**src/rtl/fc_pkg.sv**
```systemverilog
// Shared types and width helpers for the fully-connected layer sequencer.
package fc_pkg;

    typedef enum logic [2:0] {
        ST_IDLE  = 3'd0,
        ST_CLEAR = 3'd1,
        ST_FEED  = 3'd2,
        ST_DRAIN = 3'd3,
        ST_WRITE = 3'd4,
        ST_DONE  = 3'd5
    } fc_state_t;

    // Cycles between the last address issue and a stable core result.
    localparam int DRAIN_CYC = 2;
    localparam int DRAIN_W   = 2;

    function automatic int wegt_addr_w(input int cnt_bit);
        return 2 * cnt_bit;
    endfunction

    function automatic int res_w(input int data_w);
        return 4 * data_w;
    endfunction

endpackage

```
**src/rtl/fc_addr_gen.sv**
```systemverilog
// Node, neuron and running weight-address counters for one layer pass.
module fc_addr_gen
    import fc_pkg::*;
#(
    parameter int CNT_BIT = 10
) (
    input  logic                              clk,
    input  logic                              reset_n,
    input  logic                              start,
    input  logic                              feed,
    input  logic                              next_neuron,
    input  logic [CNT_BIT-1:0]                num_in,
    input  logic [CNT_BIT-1:0]                num_out,
    output logic [CNT_BIT-1:0]                node_idx,
    output logic [CNT_BIT-1:0]                neuron_idx,
    output logic [wegt_addr_w(CNT_BIT)-1:0]   wegt_addr,
    output logic                              last_node,
    output logic                              last_neuron
);

    localparam int WA = wegt_addr_w(CNT_BIT);

    assign last_node   = (node_idx == (num_in - CNT_BIT'(1)));
    assign last_neuron = (neuron_idx == (num_out - CNT_BIT'(1)));

    // Weight address is never reset between neurons, so it walks o*N+i without a multiplier.
    always_ff @(posedge clk or negedge reset_n) begin
        if (!reset_n) begin
            node_idx   <= {CNT_BIT{1'b0}};
            neuron_idx <= {CNT_BIT{1'b0}};
            wegt_addr  <= {WA{1'b0}};
        end else if (start) begin
            node_idx   <= {CNT_BIT{1'b0}};
            neuron_idx <= {CNT_BIT{1'b0}};
            wegt_addr  <= {WA{1'b0}};
        end else begin
            if (feed) begin
                node_idx  <= last_node ? {CNT_BIT{1'b0}} : node_idx + CNT_BIT'(1);
                wegt_addr <= wegt_addr + WA'(1);
            end
            if (next_neuron) begin
                neuron_idx <= neuron_idx + CNT_BIT'(1);
            end
        end
    end

endmodule

```
**src/rtl/fc_core_sequencer.sv**
```systemverilog
// Layer sequencer: clears the core per neuron, streams N node/weight pairs,
// captures the accumulated sum and writes it to the result buffer.
module fc_core_sequencer
    import fc_pkg::*;
#(
    parameter int IN_DATA_WITDH = 8,
    parameter int CNT_BIT       = 10,
    parameter int RELU_EN       = 0
) (
    input  logic                              clk,
    input  logic                              reset_n,
    input  logic                              i_run,
    input  logic [CNT_BIT-1:0]                i_num_in,
    input  logic [CNT_BIT-1:0]                i_num_out,
    output logic                              o_idle,
    output logic                              o_done,
    output logic [CNT_BIT-1:0]                o_node_addr,
    input  logic [IN_DATA_WITDH-1:0]          i_node_data,
    output logic [wegt_addr_w(CNT_BIT)-1:0]   o_wegt_addr,
    input  logic [IN_DATA_WITDH-1:0]          i_wegt_data,
    output logic [CNT_BIT-1:0]                o_bias_addr,
    input  logic [IN_DATA_WITDH-1:0]          i_bias_data,
    output logic                              o_core_run,
    output logic                              o_core_valid,
    output logic [IN_DATA_WITDH-1:0]          o_core_node,
    output logic [IN_DATA_WITDH-1:0]          o_core_wegt,
    output logic [IN_DATA_WITDH-1:0]          o_core_bias,
    input  logic                              i_core_valid,
    input  logic [res_w(IN_DATA_WITDH)-1:0]   i_core_result,
    output logic                              o_res_valid,
    output logic [CNT_BIT-1:0]                o_res_addr,
    output logic [res_w(IN_DATA_WITDH)-1:0]   o_res_data
);

    localparam int W  = IN_DATA_WITDH;
    localparam int RW = res_w(IN_DATA_WITDH);

    fc_state_t            state_r;
    logic [CNT_BIT-1:0]   num_in_r;
    logic [CNT_BIT-1:0]   num_out_r;
    logic [DRAIN_W-1:0]   drain_cnt_r;
    logic                 core_valid_r;
    logic                 first_r;

    logic                 start_s;
    logic                 feed_s;
    logic                 next_neuron_s;
    logic                 last_node_s;
    logic                 last_neuron_s;
    logic                 zero_job_s;
    logic [CNT_BIT-1:0]   node_idx_s;
    logic [CNT_BIT-1:0]   neuron_idx_s;
    logic [RW-1:0]        res_s;
    logic                 unused_s;

    assign start_s       = (state_r == ST_IDLE) && i_run;
    assign feed_s        = (state_r == ST_FEED);
    assign next_neuron_s = (state_r == ST_WRITE);
    assign zero_job_s    = (i_num_in == {CNT_BIT{1'b0}}) || (i_num_out == {CNT_BIT{1'b0}});
    assign unused_s      = i_core_valid;

    fc_addr_gen #(
        .CNT_BIT (CNT_BIT)
    ) u_addr_gen (
        .clk         (clk),
        .reset_n     (reset_n),
        .start       (start_s),
        .feed        (feed_s),
        .next_neuron (next_neuron_s),
        .num_in      (num_in_r),
        .num_out     (num_out_r),
        .node_idx    (node_idx_s),
        .neuron_idx  (neuron_idx_s),
        .wegt_addr   (o_wegt_addr),
        .last_node   (last_node_s),
        .last_neuron (last_neuron_s)
    );

    assign o_node_addr  = node_idx_s;
    assign o_bias_addr  = neuron_idx_s;
    assign o_core_valid = core_valid_r;

    // Memory data goes straight to the core; bias only rides with element 0 since the core adds it every valid cycle.
    always_comb begin
        o_core_node = core_valid_r ? i_node_data : {W{1'b0}};
        o_core_wegt = core_valid_r ? i_wegt_data : {W{1'b0}};
        o_core_bias = (core_valid_r && first_r) ? i_bias_data : {W{1'b0}};
        res_s       = ((RELU_EN != 0) && i_core_result[RW-1]) ? {RW{1'b0}} : i_core_result;
    end

    // Layer FSM with registered control and result outputs.
    always_ff @(posedge clk or negedge reset_n) begin
        if (!reset_n) begin
            state_r      <= ST_IDLE;
            num_in_r     <= {CNT_BIT{1'b0}};
            num_out_r    <= {CNT_BIT{1'b0}};
            drain_cnt_r  <= {DRAIN_W{1'b0}};
            core_valid_r <= 1'b0;
            first_r      <= 1'b0;
            o_idle       <= 1'b1;
            o_done       <= 1'b0;
            o_core_run   <= 1'b0;
            o_res_valid  <= 1'b0;
            o_res_addr   <= {CNT_BIT{1'b0}};
            o_res_data   <= {RW{1'b0}};
        end else begin
            core_valid_r <= feed_s;
            first_r      <= feed_s && (node_idx_s == {CNT_BIT{1'b0}});
            o_done       <= 1'b0;
            o_core_run   <= 1'b0;
            o_res_valid  <= 1'b0;
            case (state_r)
                ST_IDLE: begin
                    if (i_run) begin
                        num_in_r  <= i_num_in;
                        num_out_r <= i_num_out;
                        o_idle    <= 1'b0;
                        if (zero_job_s) begin
                            state_r <= ST_DONE;
                            o_done  <= 1'b1;
                        end else begin
                            state_r    <= ST_CLEAR;
                            o_core_run <= 1'b1;
                        end
                    end else begin
                        o_idle <= 1'b1;
                    end
                end
                ST_CLEAR: begin
                    state_r <= ST_FEED;
                end
                ST_FEED: begin
                    if (last_node_s) begin
                        state_r     <= ST_DRAIN;
                        drain_cnt_r <= {DRAIN_W{1'b0}};
                    end
                end
                ST_DRAIN: begin
                    if (drain_cnt_r == DRAIN_W'(DRAIN_CYC - 1)) begin
                        state_r     <= ST_WRITE;
                        o_res_valid <= 1'b1;
                        o_res_addr  <= neuron_idx_s;
                        o_res_data  <= res_s;
                    end else begin
                        drain_cnt_r <= drain_cnt_r + DRAIN_W'(1);
                    end
                end
                ST_WRITE: begin
                    if (last_neuron_s) begin
                        state_r <= ST_DONE;
                        o_done  <= 1'b1;
                    end else begin
                        state_r    <= ST_CLEAR;
                        o_core_run <= 1'b1;
                    end
                end
                ST_DONE: begin
                    state_r <= ST_IDLE;
                    o_idle  <= 1'b1;
                end
                default: begin
                    state_r <= ST_IDLE;
                    o_idle  <= 1'b1;
                end
            endcase
        end
    end

endmodule

```
**config.mk**
```make
export PLATFORM = sky130hd
export DESIGN_NAME = fc_core_sequencer
export DESIGN_NICKNAME = d
export VERILOG_FILES = /design/src/rtl/fc_pkg.sv /design/src/rtl/fc_addr_gen.sv /design/src/rtl/fc_core_sequencer.sv
export SDC_FILE = /design/constraint.sdc
export NUM_CORES = 1
export LEC_CHECK = 0
export CORE_ASPECT_RATIO = 2
export CORE_UTILIZATION = 40
export CTS_BUF_LIST = sky130_fd_sc_hd__clkbuf_8 sky130_fd_sc_hd__clkbuf_16
export CTS_CLUSTER_SIZE = 30
export DETAILED_ROUTE_END_ITERATION = 12
export PLACE_DENSITY = 0.71
export SYNTH_ARGS = -nofsm -noshare
export SYNTH_HDL_FRONTEND = slang
export SYNTH_HIERARCHICAL = 1
export SYNTH_SLANG_ARGS = --single-unit
export TNS_END_PERCENT = 100
```
**constraint.sdc**
```tcl
create_clock -name clk -period 2.4 [get_ports clk]
set_input_delay 0.48 -clock clk [delete_from_list [all_inputs] [get_ports clk]]
set_output_delay 0.48 -clock clk [all_outputs]
set_load 0.02 [all_outputs]
```
* Yosys cells after proc, flatten, opt, wreduce, memory -nomap -nowiden *
Cells that the tools add are included.
W data, S select, Z words.

storage, ports and cells
  input bits = 80
  register bits = 113
  output and inout bits = 111
  word-level logic and storage cells = 79

cells by class
  reductions and logical operators = 16
  add/sub/neg operators = 6
  eq/ne operators = 11
  muxes and demuxes = 31

operator list
  operator                 count
  $mux W10                 5
  $mux W20                 2
  $logic_not A10 Y1        3
  $mux W8                  3
  $add A10 B1 Y10 const B  2
  $add A20 B1 Y20 const B  1
  $eq A10 B10 Y1           2
  $sub A10 B1 Y10 const B  2
  $mux W3                  5
  $pmux W3 S5              1
  $mux W1                  9
  $eq A3 B2 Y1 const B     2
  $ne A2 B2 Y1 const B     3
  $pmux W1 S2              3
  $reduce_and A3 Y1        2
  $reduce_bool A2 Y1       3
  $mux W2                  2
  $pmux W2 S2              1
  $reduce_and A2 Y1        2
  $reduce_or A4 Y1         1
  $eq A3 B1 Y1 const B     1
  $eq A3 B3 Y1 const B     1
  $logic_and A1 B1 Y1      3
  $logic_not A3 Y1         1
  4 further kinds          4

* Logic depth before layout (Yosys ltp) *
Gate-level depths: netlist of run 1.

  depth in word-level cells = 5
  gate-level depth with buffers = 10
  gate-level depth less buffers = 10

* Cells and area by module *
Netlist of run 1, hierarchy kept.

by module, submodules not included
  module             cells each  area an instance (µm²)  sequential area each (µm²)  times used
  fc_core_sequencer  217         3,138.0                 1,828.0                     1
  fc_addr_gen        303         2,733.9                 1,001.0                     1

* Worst setup path before layout of run 1 *
OpenSTA, ideal clock, no wires.

  kind = reg2reg
  from = reg state_r[2]
  to = reg u_addr_gen.wegt_addr[17]
  clock period less this slack = 2.425 ns
  buffers on the path = 3
  setup slack = -0.025 ns
  cell stages (with the launch flop) = 10
  setup time = 0.132 ns
  data required time = 2.268 ns
  data arrival time = 2.293 ns
  cell sequence = dfrtp_1 buf_6 nor4b_4 buf_6 clkbuf_1 o2111ai_1 nor3_1 nand3_1 xor2_1 nor2_1

on the way
  longest elaborated chain between the ends = 3
  elaborated cells on any way between the ends = 5
  those cells by class = 1 x eq/ne; 1 x mux; 3 x reduce/logical

ends and longest elaborated chain
  what                                            line                      text
  start: declaration                              fc_core_sequencer.sv:38   fc_state_t state_r;
  start signal: assignment                        fc_core_sequencer.sv:94   state_r <= ST_IDLE;
  start signal: assignment                        fc_core_sequencer.sv:119  state_r <= ST_DONE;
  start signal: assignment                        fc_core_sequencer.sv:122  state_r <= ST_CLEAR;
  $logic_not A3 Y1 (*)                            fc_core_sequencer.sv:56   assign start_s = (state_r == ST_IDLE) && i_run;
  $logic_and A1 B1 Y1 (*)                         fc_core_sequencer.sv:56
  named net start_s                               fc_core_sequencer.sv:45   logic start_s;
  $mux W20 or $reduce_bool A2 Y1 (tied branches)  --
  end signal: assignment                          fc_addr_gen.sv:31         wegt_addr <= {WA{1'b0}};
  end signal: assignment                          fc_addr_gen.sv:35         wegt_addr <= {WA{1'b0}};
  end signal: assignment                          fc_addr_gen.sv:39         wegt_addr <= wegt_addr + WA'(1);
  end: declaration                                fc_addr_gen.sv:16         output logic [wegt_addr_w(CNT_BIT)-1:0] wegt_addr,

The timed path passes the listed nets; every way through them passes the cells marked *.
A chain may end at the register's enable or synchronous reset.

* Final worst setup path of run 1 *
  from = reg num_in_r[2]
  to = reg drain_cnt_r[1]

on the way
  longest elaborated chain between the ends = 4

ends and longest elaborated chain
  what                         line                      text
  start: declaration           fc_core_sequencer.sv:39   logic [CNT_BIT-1:0] num_in_r;
  start signal: assignment     fc_core_sequencer.sv:95   num_in_r <= {CNT_BIT{1'b0}};
  start signal: assignment     fc_core_sequencer.sv:115  num_in_r <= i_num_in;
  $sub A10 B1 Y10              fc_addr_gen.sv:23         assign last_node = (node_idx == (num_in - CNT_BIT'(1)));
  $eq A10 B10 Y1               fc_addr_gen.sv:23
  named net last_node_s        fc_core_sequencer.sv:48   logic last_node_s;
  $ne A2 B1 Y1 (no line)       --
  $reduce_and A3 Y1 (no line)  --
  end signal: assignment       fc_core_sequencer.sv:97   drain_cnt_r <= {DRAIN_W{1'b0}};
  end signal: assignment       fc_core_sequencer.sv:135  drain_cnt_r <= {DRAIN_W{1'b0}};
  end signal: assignment       fc_core_sequencer.sv:145  drain_cnt_r <= drain_cnt_r + DRAIN_W'(1);
  end: declaration             fc_core_sequencer.sv:41   logic [DRAIN_W-1:0] drain_cnt_r;

The timed path passes the listed nets, and every way through them passes these cells.

==> results.md, run 1 <==
* Initial DRC count at 213
* First-pass GRT wire length at 25,050 um
* All-Layer GR Usage at 21.18%
* Die ar. at 15,200 um2
* Die H at 173.3 um
* Worst hold path class: input pin to async pin
* Layout cells sized above 1 at 19.25%
* Sequential area share after synthesis at 48.18%
* Critical path type: register to register
* WL per Instance at 16.45 um
* Largest net degree at the start of global routing at 50
* Synthesis-to-layout area growth at 47.05%
* Die width at 87.67 um
* Clk_skew at 0.008822 ns
* WL final at ~15,000 um
* Seq cells post-synth at 113
* Syn Nets at between 600 and 700
* Max Freq at 436.5 MHz
* Number of global-route vias before repair at 5,164
* Routability cong. at 0.8257
* CTS tree: yes
* Core area at 14,350 um2
* Kind of start point of the critical path: register
* Num Clock Sinks at between 100 and 150
* IO Pins at 191
* Number of port buffers at 189
* Max-Cap Viols at 0
* Post-synthesis cell area at 5872 um2
* Final Cell Area at 8635 um2
* Slew Limit Headroom at 58.42%
* Crit path DAT at 2.57 ns
* Worst R2R Setup Slack at roughly 0.11 ns
* Post-synth EDFFs at 0
* # DRC at 0
* Starting Density at approximately 41%
* RR Startpoint: num_in_r[2]$_DFFE_PN0P_
* Root Driver: clkbuf_16
* Synth Flop Type: dfrtp_1
* Power density over the cells at roughly 1300 nW/um2
* Final Setup Violations at 0
* Critical Path RT at 2.68 ns
* CTS buffer count at 17
* Placed Area at 8043 um2
* R2R depth at 7
* Final hold violation count at 0
* # H-tree levels at 4
* Leak at 3.737 nW
* Critical Path End Type: register
* Ys Warns at 6
* Reg2Reg Capture Point: drain_cnt_r[1]$_DFFE_PN0P_
* Post-synth cell types at 66
* Via count at approximately 4.8k
* Post-Route Setup TNS at 0 ns
* Slew Viols, Final at 0
* NumNets Final at about 800
* Clock transition at the registers of the reported paths at 0.06 ns
* Final ANT Viol Nets at 0
* Number of antenna violations at the first check in global routing at 0
* Worst skew pair latency at 0.40 ns
* Mapped Avg Cell Area at 11.29 um2
* Row count at 62
* Worst hold slack at 0.08365 ns
* Final worst path period need at 2.291 ns
* Vias/cell at between 5 and 6
* Crit Path Max Fanout at 3
* Synth Instances at 520
* Final period utilization at 95.45%
* Antenna Cells at 0
* Least-Margin Pin Slew at 0.6236 ns
* Status: finished, final reports clean
* Async set-reset flop share out of synthesis at 100.0%
* Residual overflow from global routing at 0
* Clk buf depth at 2
* Drt first pass iters at 5
* Hpwl dp at 11,250 um
* Max VDD drop at 0.8213 mV
## worst max-delay path, cell delays in order, from the launching register on
cell and delay, ns:
dfrtp_1 0.39, or3_4 0.41, o41ai_2 0.31, xor2_1 0.29, a32oi_2 0.13, nor4_4 0.26
o21ai_1 0.12, a22o_1 0.25
## synthesized netlist by cell type (2+ instances only)
cell type | instances | area share (%)
o31ai_1 | 5 | 0.64
xnor2_1 | 22 | 3.3
nor2_1 | 56 | 3.6
mux2_4 | 10 | 2.6
nor3b_1 | 3 | 0.38
nand4_1 | 9 | 0.96
dfrtp_1 | 112 | 48
mux2_2 | 52 | 10
or4_1 | 2 | 0.26
and2_1 | 17 | 1.8
and2b_2 | 2 | 0.30
a22o_1 | 2 | 0.30
clkbuf_8 | 2 | 0.47
nand2_1 | 19 | 1.2
xor2_1 | 31 | 4.6
nor2b_1 | 2 | 0.21
a31oi_1 | 3 | 0.32
nor3_1 | 10 | 0.85
mux2i_1 | 4 | 0.68
o21ai_0 | 12 | 1.0
nor4_1 | 5 | 0.53
a21oi_1 | 9 | 0.77
inv_1 | 12 | 0.77
clkbuf_1 | 10 | 0.64
o32ai_1 | 5 | 0.75
nand2b_1 | 9 | 0.96
a21o_1 | 2 | 0.26
ha_1 | 6 | 1.3
nand3_1 | 15 | 1.3
or3_1 | 3 | 0.32
a211oi_1 | 5 | 0.64
buf_6 | 9 | 1.7
and3_1 | 22 | 2.3
## power breakdown
| group | switching, W | internal [W] |
|---|---|---|
| Clock | 0.000863 | 0.00153 |
| Combinational | 0.00250 | 0.00267 |
| Sequential | 0.000802 | 0.00264 |
## final cells by class
cell class,count,area [um2]
sequential,113,2830
inverter,12,45.04
fill,1208,5717
clock buffer,18,439.2
timing repair buffer,214,2102
multi-input combinational,372,2853
clock inverter,14,125.1
tap,192,240.2
## routing by layer
layer,GRT usage [%],up-vias,part of all wire [%]
met1,21.34,2414,37
li1,-,2256,-
met4,7.514,0,2.0
met2,40.53,151,57
met5,0,-,0
met3,5.048,26,3.8
## what timing repair did
action,in CTS,in global routing
resized for setup,2,6
buffers inserted,0,0
setup endpoints to repair,13,12
hold buffers,0,0
## flip-flops by register name, summed over array words and instances (netlist names)
register,count
drain_cnt_r,2
num_in_r,10
num_out_r,10
u_addr_gen/neuron_idx,10
o_idle,1
o_core_valid,1
o_done,1
state_r,3
o_res_data,32
o_res_valid,1
first_r,1
u_addr_gen/wegt_addr,20
u_addr_gen/node_idx,10
o_core_run,1
o_res_addr,10
## worst max path at each step
stage / from / end / slack, ns / depth (start not counted)
5_1_grt: num_in_r[1]$_DFFE_PN0P_ / drain_cnt_r[1]$_DFFE_PN0P_ / -0.004 / 9
4_1_cts: num_in_r[0]$_DFFE_PN0P_ / drain_cnt_r[1]$_DFFE_PN0P_ / 0.09 / 8
3_3_place_gp: i_run / u_addr_gen/wegt_addr[17]$_DFFE_PN0P_ / 0.07 / 7
6_report: num_in_r[2]$_DFFE_PN0P_ / drain_cnt_r[1]$_DFFE_PN0P_ / 0.11 / 7
2_1_floorplan: state_r[2]$_DFFE_PN0P_ / u_addr_gen/wegt_addr[17]$_DFFE_PN0P_ / 0.05 / 9
3_5_place_dp: num_in_r[1]$_DFFE_PN0P_ / drain_cnt_r[1]$_DFFE_PN0P_ / 0.03 / 8
## logic make-up after synthesis
group | share of synthesized area, %
xor+xnor | 8.182
simple gates | 17.58
mux | 13.40
compound gates | 7.607
flops | 48.18
buf+inv | 3.772
fa+ha+maj | 1.278
## through the flow
step / utilization [%] / total power [W] / worst slack (ns) / instances
after global placement: 56.04 / 0.008323 / 0.06696 / 903
after detailed placement: 56.04 / 0.008541 / 0.02611 / 903
after global routing: 60.17 / 0.01165 / -0.003710 / 935
after floorplan: - / 0.006421 / 0.05464 / 520
after CTS: 60.00 / 0.01100 / 0.09434 / 935
final: 60.17 / 0.01100 / 0.1092 / 935
## placed cells by master (no fill, tap or decap), types with 4 or more instances in the layout
cell             netlist  routed
a211oi_1               5       4
a21oi_1                9       9
and2_1                17      17
and3_1                22      22
buf_4                  0      24
clkbuf_16              0      17
clkdlybuf4s50_1        0     188
clkinv_2               0       5
dfrtp_1              112     111
ha_1                   6       5
inv_1                 12      16
mux2_2                52      52
mux2_4                10      10
mux2i_1                4       4
nand2_1               19      19
nand2b_1               9       9
nand3_1               15      15
nand4_1                9       9
nor2_1                56      56
nor3_1                10       8
nor4_1                 5       4
o21ai_0               12      10
o31ai_1                5       5
o32ai_1                5       4
xnor2_1               22      22
xor2_1                31      31
Power figures use the tool's default switching activity.
==> run 2, diff against run 1 <==
SETUP_SLACK_MARGIN = 0.05   (was default)
SYNTH_HIERARCHICAL = default   (was 1)
==> results.md, run 2 <==
* Status: finished, violations left
* Violated checks: negative setup slack
* Psw at 0.004153 W
* Worst skew pair latency at 0.41 ns
* Number of antenna violations at the first check in global routing at 0
* Pint at roughly 0.0065 W
* Initial DRC count at 215
* Worst R2R Setup Slack at -0.06 ns
* Synthesis-to-layout area growth at 52.33%
* Starting Density at 40.97%
* R2R depth at 8
* Num Clock Sinks at around 110
* Placement Setup Slack at -0.05821 ns
* Max VDD drop at between 0.6 and 0.7 mV
* Clk buf depth at 2
* Least-Margin Pin Slew at 0.4958 ns
* Power density over the cells at about 1200 nW/um2
* Sequential Power Share at between 20% and 30%
* Leak at 3.947 nW
* Fillers at 1,215
* Most frequent cells in the layout: nand2_1 (207), clkdlybuf4s50_1 (187), dfrtp_1 (112)
* Adder-Cell Fraction of Synth Area at 1.539%
* Post-synthesis compound-gate area fraction at slightly below 8%
* Drt first pass iters at 5
* Max reg flops at 32
* Clock transition at the registers of the reported paths at 0.05 ns
* Final worst path period need at 2.459 ns
* Synth Area in Simple Gates at 29.55%
* Seq cells post-synth at 113
* Largest net degree at the start of global routing at 55
* Slew Limit Headroom at 66.69%
* CTS buffer count at 17
* Post-synth EDFFs at 0
* Yosys top cell by area: dfrtp_1
* Post-synth top area share at 49.25%
* Top cell by count, worst path: or4b_4
* Final Util at 62.40%
* Final ANT Viol Nets at 0
* Max Freq at 406.7 MHz
* Crit path setup slack, layout at -0.05875 ns
* NumNets Final at 951
* Core area at 13,890 um2
* Die ar. at 14,740 um2
* Critical path type: register to register
* Critical Path End Type: register
* Synth area leaders: dfrtp_1 (49%), nand2_1 (14%), xor2_1 (4.2%)
* Residual overflow from global routing at 0
* Die width at 86.34 um
* Crit Path Max Fanout at 2
* Async set-reset flop share out of synthesis at 100.0%
* Slew Viols, Final at 0
* CP max-delay cell: or4b_4
* Number of port buffers at roughly 190
* Antenna Cells at 0
* RR Startpoint: num_out_r[1]$_DFFE_PN0P_
* Comb pwr share at 46.7%
* Worst hold path class: input pin to async pin
* Mux cell area share after synthesis at 0.7036%
* Post-synthesis cell area at 5690 um2
* Synth Flop Type: dfrtp_1
* Final period utilization at 102.4%
* Most frequent cells after synthesis: nand2_1 (207), dfrtp_1 (112), nor2_1 (36)
* Largest family of logic cells by synthesized area: simple AND/OR/NAND/NOR gates
* Via count at 5,434
* Commonest non-fill, non-tap cell in the layout: nand2_1
* Final Setup Violations at 2
* Row count at just over 60
* Routability cong. at between 0.8 and 0.9
* FF+latch area at approximately 2800 um2
* CP Cell Sequence: inv_2, ha_4, or4b_4, nor3_4, xnor2_2, or4_1, or4b_4, a21oi_2
* Reg2Reg Capture Point: state_r[2]$_DFFE_PN0P_
* Multi-input logic area at 2750 um2
* Unrepaired setup endpoints after global routing: true
* # H-tree levels at 4
* CTS tree: yes
* Critical Path RT at 2.74 ns
* Crit path DAT at 2.80 ns
* Kind of start point of the critical path: register
* Sequential area share after synthesis at 49.71%
* All-Layer GR Usage at 23.68%
* Layout cells sized above 1 at 10.50%
* Post-Synth XOR/XNOR Area at 7.212%
* Most numerous cell in the Yosys netlist: nand2_1
* Ys Warns at 0
* Most flops, register: o_res_data
* # DRC at 0
* Number of global-route vias before repair at 5,514
* Top Registers: o_res_data (32), u_addr_gen.wegt_addr (20)
* CP max stage delay at 0.51 ns
* IO Pins at 191
* Final hold violation count at 0
* WL per Instance at 15.70 um
* Mapped Avg Cell Area at approximately 9 um2
* Die H at 170.7 um
* Sw frac at 39.01%
* Vias/cell at between 5 and 6
* Root Driver: clkbuf_16
* Clk pwr share at a little under a quarter
* Post-synth cell types at 57
* WL final at around 17,000 um
* Worst hold slack at 0.008328 ns
* Hpwl dp at 12,230 um
* Max-Cap Viols at 0
* First-pass GRT wire length at 26,630 um
* Syn Nets at 735
* Clk_skew at 0.005944 ns
* Synth Instances at about 650
## run 2: logic make-up after synthesis
family,after synthesis
AOI/OAI and AO/OA,68
xor gates and xnor gates,46
adders and majority gates,7
buffers and inverters,46
DFF,113
muxes,4
and+or+nand+nor,364
## run 2: metal layers
layer	part of all wire, %	global-route usage (%)	vias to the layer above
met4	3.6	11.81	0
met1	34	23.20	2587
li1	-	-	2613
met5	0	0	-
met3	5.3	4.872	41
met2	57	45.55	193
## run 2: power groups by stage
stage	sequential [W]	clock, W	combinational, W
final	0.00315	0.00253	0.00497
after detailed placement	0.00316	0	0.00478
after global placement	0.00312	0	0.00464
after CTS	0.00314	0.00257	0.00484
after floorplan	0.00364	0	0.00220
after global routing	0.00324	0.00267	0.00543
## run 2: final cells by class
type	count	share of cell area (%)
clock inverter	14	1.934
sequential	113	32.64
timing repair buffer	225	25.23
tap	189	2.728
multi-input combinational	489	31.73
inverter	18	0.8372
clock buffer	17	4.908
## run 2: stage by stage
step / power (W) / setup TNS (ns) / instances / instance area, um2
after floorplan: 0.005833 / 0 / 648 / 5703
after global placement: 0.007761 / -0.02355 / 1028 / 7959
after detailed placement: 0.007939 / -0.09752 / 1028 / 7959
after CTS: 0.01055 / -0.08529 / 1060 / 8578
after global routing: 0.01134 / -0.2252 / 1065 / 8668
final: 0.01065 / -0.07523 / 1065 / 8668
## run 2: how the worst max path moves through the flow
| stage | to | slack, ns | cells after the start | from |
|---|---|---|---|---|
| final | state_r[2]$_DFFE_PN0P_ | -0.06 | 8 | num_out_r[1]$_DFFE_PN0P_ |
| after global routing | state_r[2]$_DFFE_PN0P_ | -0.13 | 8 | num_out_r[1]$_DFFE_PN0P_ |
| after CTS | state_r[2]$_DFFE_PN0P_ | -0.06 | 8 | num_out_r[1]$_DFFE_PN0P_ |
| after detailed placement | state_r[2]$_DFFE_PN0P_ | -0.06 | 8 | num_out_r[1]$_DFFE_PN0P_ |
| after global placement | state_r[2]$_DFFE_PN0P_ | -0.02 | 7 | i_num_in[1] |
| after floorplan | state_r[2]$_DFFE_PN0P_ | 0.04 | 8 | num_out_r[0]$_DFFE_PN0P_ |
## run 2: worst max-delay path, delay by kind of cell, from the launching register on
kind                     cells  cell delay [ns]
flip-flops                   1             0.39
buffers and inverters        1             0.09
AND/OR/NAND/NOR              4             1.55
adder cells (fa/ha/maj)      1             0.13
XOR/XNOR                     1             0.10
AO/OA/AOI/OAI                1             0.12
## run 2: what timing repair did
item | CTS | global route
gates resized for setup | 3 | 10
endpoints found under the setup margin | 14 | 16
endpoints found under the hold margin | 0 | 0
pin swaps | 0 | 7
setup buffers | 1 | 5
hold buffers | 0 | 0
==> run 3, diff against run 2 <==
CORE_UTILIZATION = 39   (was 40)
PLACE_DENSITY = 0.7   (was 0.71)
==> results.md, run 3 (synthesized netlist as in run 2, its figures left out) <==
* Final Setup Violations at 2
* # H-tree levels at 4
* Violated checks: negative setup slack
* Number of global-route vias before repair at 5,533
* Routability cong. at 0.9040
* Worst skew pair latency at 0.41 ns
* Fillers at 1,248
* Starting Density at roughly 40%
* Comb pwr share at 45.5%
* Psw at about 0.0042 W
* Max Freq at 403.8 MHz
* Initial DRC count at 193
* Crit path DAT at 2.81 ns
* NumNets Final at 951
* Residual overflow from global routing at 0
* Number of port buffers at between 150 and 200
* Worst hold slack at 0.006739 ns
* Top Registers: o_res_data (32), u_addr_gen.wegt_addr (20)
* Most frequent cells in the layout: nand2_1 (207), clkdlybuf4s50_1 (188), dfrtp_1 (111)
* Antenna Cells at 0
* Kind of start point of the critical path: register
* Critical path type: register to register
* Unrepaired setup endpoints after global routing: true
* M2 GR Usage at 43.29%
* CTS Hold Buffers Added at 0
* Vias/cell at roughly 5
* Row count at 62
* Crit. Startpoint: num_out_r[1]$_DFFE_PN0P_
* Drt first pass iters at 5
* R2R depth at 8
* Clk pwr share at 24.7%
* First-pass GRT wire length at ~26,000 um
* Die H at 172.8 um
* Final hold violation count at 0
* # DRC at 0
* Max-Cap Viols at 0
* Met3 Resource Use GR at 3.771%
* Clk_skew at 0.01514 ns
* Power density over the cells at 1234 nW/um2
* Sw frac at between 30 and 40%
* Leak at a little under 4 nW
* Synthesis-to-layout area growth at 52.73%
* Crit Path Max Fanout at 2
* Root Driver: clkbuf_16
* Die width at 87.42 um
* Critical Path End Type: register
* Final ANT Viol Nets at 0
* CTS buffer count at 17
* Layout cells sized above 1 at 10.60%
* WL final at 16,670 um
* Via count at 5,456
* Max reg flops at 32
* Status: finished, violations left
* Commonest non-fill, non-tap cell in the layout: nand2_1
* Critical Path RT at 2.73 ns
* Met1 Use GR at a little over a fifth
* Number of antenna violations at the first check in global routing at 0
* Largest net degree at the start of global routing at 54
* Pint at 0.006537 W
* Tot Pwr at 0.01072 W
* Clk buf depth at 2
* Final period utilization at 103.2%
* WL per Instance at 15.59 um
* Final worst path period need at 2.476 ns
* Clock transition at the registers of the reported paths at 0.06 ns
* Die ar. at 15,110 um2
* All-Layer GR Usage at ~22%
* Layer with the highest usage: met2
* CTS tree: yes
* Most flops, register: o_res_data
* Slew Viols, Final at 0
* Crit path setup slack, layout at -0.07646 ns
* RR Startpoint: num_out_r[1]$_DFFE_PN0P_
* Placement Setup Slack at -0.08634 ns
* Hpwl dp at ~13,000 um
* Num Clock Sinks at 113
* Core area at 14,270 um2
* Least-Margin Pin Slew at 0.5548 ns
* Slew Limit Headroom at ~63%
* Sequential Power Share at 29.7%
* Post-Route Setup TNS at -0.08138 ns
* IO Pins at around 190
* Worst hold path class: input pin to async pin
* Max VDD drop at between 0.7 and 0.8 mV
[run 3: changes by cell type in the layout (fill, tap and decap cells not counted), sizes merged]
cell           previous run  this run
clkbuf                   17        19
clkdlybuf4s50           187       188
clkinv                    9         4
dlymetal6s2s              1         0
inv                      17        21
[run 3: what timing repair did]
action / CTS / global route
setup buffers: 0 / 2
gates cloned: 0 / 0
endpoints found under the setup margin: 30 / 15
pin swaps: 0 / 3
gates resized for setup: 3 / 8
[run 3: final timing paths]
| check | end | slack [ns] |
|---|---|---|
| worst max register to register | state_r[2]$_DFFE_PN0P_ | -0.08 |
| min in group clk | o_res_data[3]$_DFFE_PN0P_ | 0.47 |
| worst min-delay path | u_addr_gen.node_idx[9]$_DFFE_PN0P_ | 0.007 |
| worst min register to register | o_res_data[3]$_DFFE_PN0P_ | 0.47 |
| worst max-delay path | state_r[2]$_DFFE_PN0P_ | -0.08 |
| max in group asynchronous | u_addr_gen.neuron_idx[3]$_DFFE_PN0P_ | 1.50 |
[run 3: area by class of cell]
type | count | area, um2 | share of cell area (%)
clock inverters | 13 | 173.9 | 2.001
clock buffers | 19 | 452.9 | 5.212
flip-flops and latches | 113 | 2830 | 32.57
inverters | 18 | 72.57 | 0.8350
well taps | 192 | 240.2 | 2.764
repair buffers | 225 | 2185 | 25.14
multi-input cells | 489 | 2736 | 31.49
[run 3: through the flow]
stage / util (%) / instances / cell area, um2
final: 60.89 / 1069 / 8691
after global routing: 60.89 / 1069 / 8691
after CTS: 60.49 / 1067 / 8635
after detailed placement: 56.00 / 1035 / 7993
after global placement: 56.00 / 1035 / 7993
after floorplan: - / 648 / 5703
[run 3: power groups by stage]
stage	Clock, W	Combinational [W]	Sequential (W)
detailed placement	0	0.00477	0.00321
global placement	0	0.00463	0.00317
CTS	0.00270	0.00481	0.00318
global route	0.00279	0.00528	0.00330
floorplan	0	0.00220	0.00364
finish	0.00265	0.00488	0.00319
[run 3: worst max-delay path, stage by stage (launching register included)]
cell and delay [ns]:
dfrtp_1 0.40, inv_2 0.09, ha_4 0.13, or4b_4 0.48, nor3_4 0.16, xnor2_2 0.10
or4_1 0.40, or4b_4 0.50, a21oi_2 0.13
[run 3: layer usage]
layer	wire, um	part of all wire, %	up-vias
met5	0	0	-
met4	471	2.8	0
met3	821	4.9	34
met2	9586	58	208
met1	5787	35	2601
li1	-	-	2613
